## src/rtl/fifo_stream_reader.sv

```systemverilog
// rtl/fifo_stream_reader.sv - drains a counted burst from a FIFO read port into a val/rdy stream
module fifo_stream_reader #(
    parameter int nbits = 16,
    parameter int cbits = 8
) (
    input  logic             clk,
    input  logic             rst,
    input  logic             start,
    input  logic [cbits-1:0] len,
    output logic             busy,
    output logic             done,
    input  logic             fifo_empty,
    input  logic             fifo_wen,
    input  logic [nbits-1:0] fifo_q,
    output logic             fifo_ren,
    output logic             out_val,
    input  logic             out_rdy,
    output logic [nbits-1:0] out_msg
);

    typedef enum logic [1:0] {
        IDLE  = 2'd0,
        RUN   = 2'd1,
        FLUSH = 2'd2,
        DONE  = 2'd3
    } state_t;

    state_t           state;
    logic [cbits-1:0] remaining;
    logic             inflight;
    logic [1:0]       count;
    logic [nbits-1:0] skid [2];
    logic             head;
    logic             tail;
    logic             deq;
    logic [2:0]       pending;
    logic [2:0]       room;

    assign out_val = (count != 2'd0);
    assign out_msg = out_val ? skid[head] : '0;
    assign deq     = out_val & out_rdy;

    // A word leaving this cycle frees a slot for a read issued this cycle.
    assign pending = {1'b0, count} + {2'b00, inflight};
    assign room    = 3'd2 + {2'b00, deq};

    assign fifo_ren = (state == RUN) && (remaining != '0) && !fifo_empty &&
                      !fifo_wen && (pending < room);

    always_ff @(posedge clk or negedge rst) begin
        if (!rst) begin
            state     <= IDLE;
            remaining <= '0;
            busy      <= 1'b0;
            done      <= 1'b0;
        end else begin
            case (state)
                IDLE: begin
                    if (start) begin
                        remaining <= len;
                        if (len != '0) begin
                            state <= RUN;
                            busy  <= 1'b1;
                        end else begin
                            state <= DONE;
                            done  <= 1'b1;
                        end
                    end
                end
                RUN: begin
                    if (fifo_ren) begin
                        remaining <= remaining - cbits'(1);
                    end
                    if (remaining == '0) begin
                        state <= FLUSH;
                    end
                end
                FLUSH: begin
                    // Last word must have landed and be leaving (or gone) before completing.
                    if (!inflight && ((count == 2'd0) || ((count == 2'd1) && deq))) begin
                        state <= DONE;
                        busy  <= 1'b0;
                        done  <= 1'b1;
                    end
                end
                DONE: begin
                    state <= IDLE;
                    done  <= 1'b0;
                end
                default: begin
                    state <= IDLE;
                    busy  <= 1'b0;
                    done  <= 1'b0;
                end
            endcase
        end
    end

    always_ff @(posedge clk or negedge rst) begin
        if (!rst) begin
            inflight <= 1'b0;
            count    <= 2'd0;
            head     <= 1'b0;
            tail     <= 1'b0;
            skid[0]  <= '0;
            skid[1]  <= '0;
        end else begin
            inflight <= fifo_ren;
            if (inflight) begin
                skid[tail] <= fifo_q;
                tail       <= ~tail;
            end
            if (deq) begin
                head <= ~head;
            end
            case ({inflight, deq})
                2'b10:   count <= count + 2'd1;
                2'b01:   count <= count - 2'd1;
                default: count <= count;
            endcase
        end
    end

endmodule

```

## config.mk

```make
export PLATFORM = sky130hd
export DESIGN_NAME = fifo_stream_reader
export DESIGN_NICKNAME = d
export VERILOG_FILES = /design/src/rtl/fifo_stream_reader.sv
export SDC_FILE = /design/constraint.sdc
export NUM_CORES = 1
export LEC_CHECK = 0
export CELL_PAD_IN_SITES_DETAIL_PLACEMENT = 0
export CELL_PAD_IN_SITES_GLOBAL_PLACEMENT = 1
export CORE_MARGIN = 2
export CORE_UTILIZATION = 25
export DETAILED_ROUTE_END_ITERATION = 7
export GPL_ROUTABILITY_DRIVEN = 1
export GPL_TIMING_DRIVEN = 0
export PLACE_DENSITY_LB_ADDON = 0.12
export SYNTH_ARGS = -nofsm -noshare
export SYNTH_HDL_FRONTEND = slang
export SYNTH_SLANG_ARGS = --single-unit
```

## constraint.sdc

```tcl
create_clock -name clk -period 4.95 [get_ports clk]
set_input_delay 0.7425 -clock clk [delete_from_list [all_inputs] [get_ports clk]]
set_output_delay 0.7425 -clock clk [all_outputs]
set_load 0.005 [all_outputs]
```

# After elaboration in Yosys (flattened, before gate mapping)
# Index checks and enable logic that the tools add are counted.
# word_totals
reg_bits	49
inputBits	30
out_inout_bits	20
# op_classes
reduce_logical	25
add_sub_neg	5
n_lt_le_gt_ge	4
muxes	24
n_eq_ne	12
bitwise	5
# ops
cell	count
$mux 16	5
$bwmux 32	1
$demux 16 s1	1
$mux 8	2
$pmux 8 s2	1
$reduce_bool 8->1	2
$ne 2x2->1 const B	5
$logic_not 8->1	1
$mux 2	4
$pmux 2 s4	1
$reduce_and 4->1	2
$reduce_bool 2->1	4
$sub 8x1->8 const B	1
$logic_and 1x1->1	7
$eq 2x1->1 const B	3
$eq 2x2->1 const B	3
$mux 1	6
$reduce_and 3->1	2
$ge 2x2->1 const B	2
$logic_not 2->1	2
$not 1->2	2
$pmux 2 s2	1
$add 2x1->3	1
$add 2x1->3 const A	1
other kinds (12)	15

# Longest topological paths before layout
# depth
depth_word	7
depth_mapped	7

# Worst setup path after synthesis
# No wires, ideal clock.
# synth_timing
kind	input to output
from	in fifo_empty
to	out fifo_ren
arrival_time_ns	1.497
slack_ns	2.710
path_buffers	0
stages	3
required_time_ns	4.208
cell_sequence	nor3_1 -> o211ai_4 -> nor2_1
# synth_via
elab_chain_cells	4
# synth_rtl
item	line_no	source
from (decl)	12	input logic fifo_empty,
$logic_not 1->1	47	assign fifo_ren = (state == RUN) && (remaining != '0) && !fifo_empty &&
$logic_and 1x1->1 (2 in a row)	47	
$logic_and 1x1->1	48	!fifo_wen && (pending < room);
to (decl)	15	output logic fifo_ren,
# Every way passes these cells.

# Worst setup path after layout
# Same ends and word-level chain as after synthesis.

==> impl_metrics.sql <==
INSERT INTO impl_metrics (metric_group, metric, value, unit) VALUES
('status', 'status', 'completed', ''),
('worst_setup_path', 'criticalPathCategory', 'input port to output port', ''),
('placed_design', 'place.detailed.instances', '420', ''),
('worst_setup_path', 'crit_path_start_kind', 'input port', ''),
('logic_synthesis', 'ys_top_cells_by_count', 'dfrtp_1, mux2_2, nor2_1', ''),
('power', 'power_leakage', '1.46', 'nW'),
('logic_synthesis', 'synth_top_cells_by_area', 'dfrtp_1, mux2_2, mux2i_1, ha_1, nor2_1', ''),
('power', 'max-vdd-ir-drop', '221', 'uV'),
('logic_synthesis', 'post-synth-top-area-fraction', '0.465', ''),
('floorplan', 'die_x', '107', 'um'),
('floorplan', 'placementRows', '37', ''),
('placed_design', 'place.detailed.hpwl', '4520', 'um'),
('logic_synthesis', 'syn_avg_cell_area', '11.3', 'um^2'),
('final_layout', 'fill_cells', '1077', ''),
('clock_network', 'cts.path.max_buffers', '2', ''),
('clock_network', 'cts-root-buf', 'clkbuf_8', ''),
('logic_synthesis', 'postSynthCellCount', '234', ''),
('placed_design', 'place.gp.congestion', '0.722', ''),
('logic_synthesis', 'syn-num-nets', '275', ''),
('logic_synthesis', 'yosysUniqueCellTypes', '48', ''),
('detailed_routing', 'antenna_left', '0', ''),
('clock_network', 'cts_htree_levels', '2', ''),
('detailed_routing', 'wire_length_per_cell', '14.5', 'um'),
('timing', 'layout_min_cycle_time', '3.51', 'ns'),
('clock_network', 'cts_tree', 'built', ''),
('grt', 'grt_overflow', '0', ''),
('worst_setup_path', 'setup.worst_path.end_class', 'output port', ''),
('timing', 'worst-slew-pin-transition', '0.665', 'ns'),
('timing', 'clock_skew', '0.00628', 'ns'),
('detailed_routing', 'drtIter0Drc', '41', ''),
('hold_path', 'hold_path_class', 'input port to asynchronous set/reset pin', ''),
('timing', 'max_clk_rate', '285', 'MHz'),
('detailed_routing', 'wl', '6200', 'um'),
('grt', 'grt_antenna_before_repair', '0', ''),
('placed_design', 'portBuffers', '49', ''),
('timing', 'timing_max_transition_violations_final', '0', ''),
('final_layout', 'syn2layout_area_growth', '28.9', '%'),
('timing', 'post-route-period-util', '0.709', ''),
('logic_synthesis', 'yosysTopAreaCell', 'dfrtp_1', ''),
('detailed_routing', 'via_count', '1933', ''),
('worst_setup_path', 'cp.arrival', '2.77', 'ns'),
('grt', 'global_route.usage.total', '0.117', ''),
('floorplan', 'core_area', '0.0103', 'mm^2'),
('clock_network', 'ctsHoldBuffers', '0', ''),
('logic_synthesis', 'number_of_warnings_printed_during_yosys_synthesis', '0', ''),
('clock_network', 'clock-sinks', '49', ''),
('clock_network', 'cts_inserted_buffers', '5', ''),
('final_layout', 'fin_nets', '332', ''),
('logic_synthesis', 'synth_enable_flop_cells', '0', ''),
('power', 'pwr_density_cell', '592', 'mW/mm^2'),
('grt', 'number_of_global_route_vias_before_repair', '2023', ''),
('clock_network', 'clock_slew_at_reported_path_ffs', '0.10', 'ns'),
('logic_synthesis', 'yosysMostFrequentCell', 'dfrtp_1', ''),
('logic_synthesis', 'synth_sequential_area_ratio', '0.465', ''),
('clock_network', 'clkLatencyLatePin', '0.30', 'ns'),
('floorplan', 'die_h', '107', 'um'),
('timing', 'finalSetupViolCount', '0', ''),
('logic_synthesis', 'synth_seq_cells', '49', ''),
('flow_run', 'maxCapViolCount', '0', ''),
('logic_synthesis', 'ys.flop_type', 'dfrtp_1', ''),
('timing', 'setup_repair_after_global_routing_missed_its_margin', 'false', ''),
('timing', 'final.setup.tns', '0', 'ns'),
('detailed_routing', 'post_drt_via_cell_ratio', '4.52', ''),
('logic_synthesis', 'async_flop_share', '1.00', ''),
('grt', 'first_pass_grt_wire_length', '10300', 'um'),
('final_layout', 'proportion_of_layout_cells_with_a_drive_suffix_above_1', '0.192', ''),
('worst_setup_path', 'worst-path-max-fanout', '7', ''),
('final_layout', 'fin_cells', '428', ''),
('clock_network', 'gates_resized_cts_repair', '0', ''),
('final_layout', 'antenna_cells_inserted', '0', ''),
('timing', 'worst_case_headroom_to_the_max_slew_limit', '0.555', ''),
('timing', 'hold_viol_final', '0', ''),
('detailed_routing', 'drc', '0', ''),
('worst_setup_path', 'required_worst_endpoint', '4.21', 'ns'),
('floorplan', 'starting_utilization_of_the_core_area', '0.257', ''),
('floorplan', 'design.die.area', '0.0114', 'mm^2'),
('floorplan', 'num_io_pins', '50', ''),
('clock_network', 'cts_post_setup_buffers_inserted', '0', ''),
('logic_synthesis', 'area_of_the_mapped_netlist', '0.00264', 'mm^2'),
('grt', 'pin_count_of_the_biggest_net_entering_global_routing', '39', ''),
('detailed_routing', 'drt_pass1_iterations', '4', '');
[worst max-delay path, stage by stage]
cell             delay [ns]
clkdlybuf4s50_1        0.40
nor3_1                 0.56
o211ai_4               0.24
nor2_1                 0.27
clkdlybuf4s50_1        0.56
[state kept, by name, summed over array words and instances (netlist names)]
signal     cells
state          2
count          2
head           1
inflight       1
done           1
remaining      8
tail           1
skid          32
busy           1
[metal layers]
| metal | global-route usage | vias up | wire [um] |
|---|---|---|---|
| met5 | 0 | - | 0 |
| met4 | 0.0334 | 0 | 63 |
| met3 | 0.0255 | 5 | 271 |
| met2 | 0.191 | 43 | 2970 |
| met1 | 0.156 | 943 | 2900 |
| li1 | - | 942 | - |
[worst paths after layout]
path                                                 end  slack, ns  cells after the start          startpoint
min in group clk                        tail$_DFFE_PN0P_       0.50                      1    tail$_DFFE_PN0P_
max in group asynchronous           skid[13]$_DFFE_PN0P_       4.10                      2                 rst
worst min register to register          tail$_DFFE_PN0P_       0.50                      1    tail$_DFFE_PN0P_
worst max-delay path                            fifo_ren       1.44                      5          fifo_empty
worst max register to register  remaining[7]$_DFFE_PN0P_       2.69                      6  inflight$_DFF_PN0_
worst min-delay path            remaining[0]$_DFFE_PN0P_       0.33                      1                 rst
[kinds of logic after synthesis]
group	after synthesis	synth area share
and+or+nand+nor	61	0.117
muxes	54	0.220
DFF	49	0.465
AOI/OAI and AO/OA	30	0.0929
buffers and inverters	25	0.0394
adders and majority gates	11	0.0522
xor gates and xnor gates	4	0.0133
[through the flow]
step | utilization | power (mW) | hold slack, ns | cell area, um^2 | setup slack (ns)
global route | 0.331 | 2.21 | 0.344 | 3400 | 1.32
CTS | 0.331 | 2.06 | 0.338 | 3400 | 1.41
detailed placement | 0.322 | 1.80 | 0.487 | 3310 | 1.43
global placement | 0.321 | 1.80 | 0.479 | 3300 | 1.42
finish | 0.331 | 2.01 | 0.333 | 3400 | 1.44
floorplan | - | 1.37 | 0.447 | 2640 | 2.71
[layout make-up]
cell class / count / area, um^2 / share of cell area
plain buffers: 8 / 40.0 / 0.0118
clock buffers: 6 / 72.6 / 0.0213
clock inverters: 2 / 13.8 / 0.00405
inverters: 17 / 63.8 / 0.0188
multi-input cells: 160 / 1310 / 0.385
flip-flops and latches: 49 / 1230 / 0.361
well taps: 136 / 170 / 0.0500
repair buffers: 50 / 505 / 0.149
[where the power goes]
| part | switching [mW] | internal (mW) | total [mW] |
|---|---|---|---|
| clock network | 0.141 | 0.101 | 0.242 |
| logic | 0.480 | 0.576 | 1.06 |
| registers | 0.119 | 0.595 | 0.713 |
[cell usage in the layout, fill, tap and decap left out, types with 2 or more instances in the layout]
| cell type | count |
|---|---|
| nand2_1 | 8 |
| mux2_2 | 32 |
| xnor2_1 | 2 |
| nor2b_1 | 2 |
| o211ai_1 | 5 |
| nor2_1 | 27 |
| a21oi_1 | 5 |
| nand4_1 | 2 |
| nand2b_1 | 2 |
| nor4_1 | 2 |
| xor2_1 | 2 |
| o21ai_0 | 4 |
| inv_1 | 17 |
| clkbuf_8 | 5 |
| mux2i_1 | 21 |
| buf_2 | 3 |
| nand3_1 | 5 |
| o221ai_1 | 2 |
| nor3_1 | 3 |
| clkbuf_1 | 5 |
| dfrtp_1 | 49 |
| clkdlybuf4s50_1 | 48 |
| ha_1 | 11 |
(Power assumes the default switching activity.)
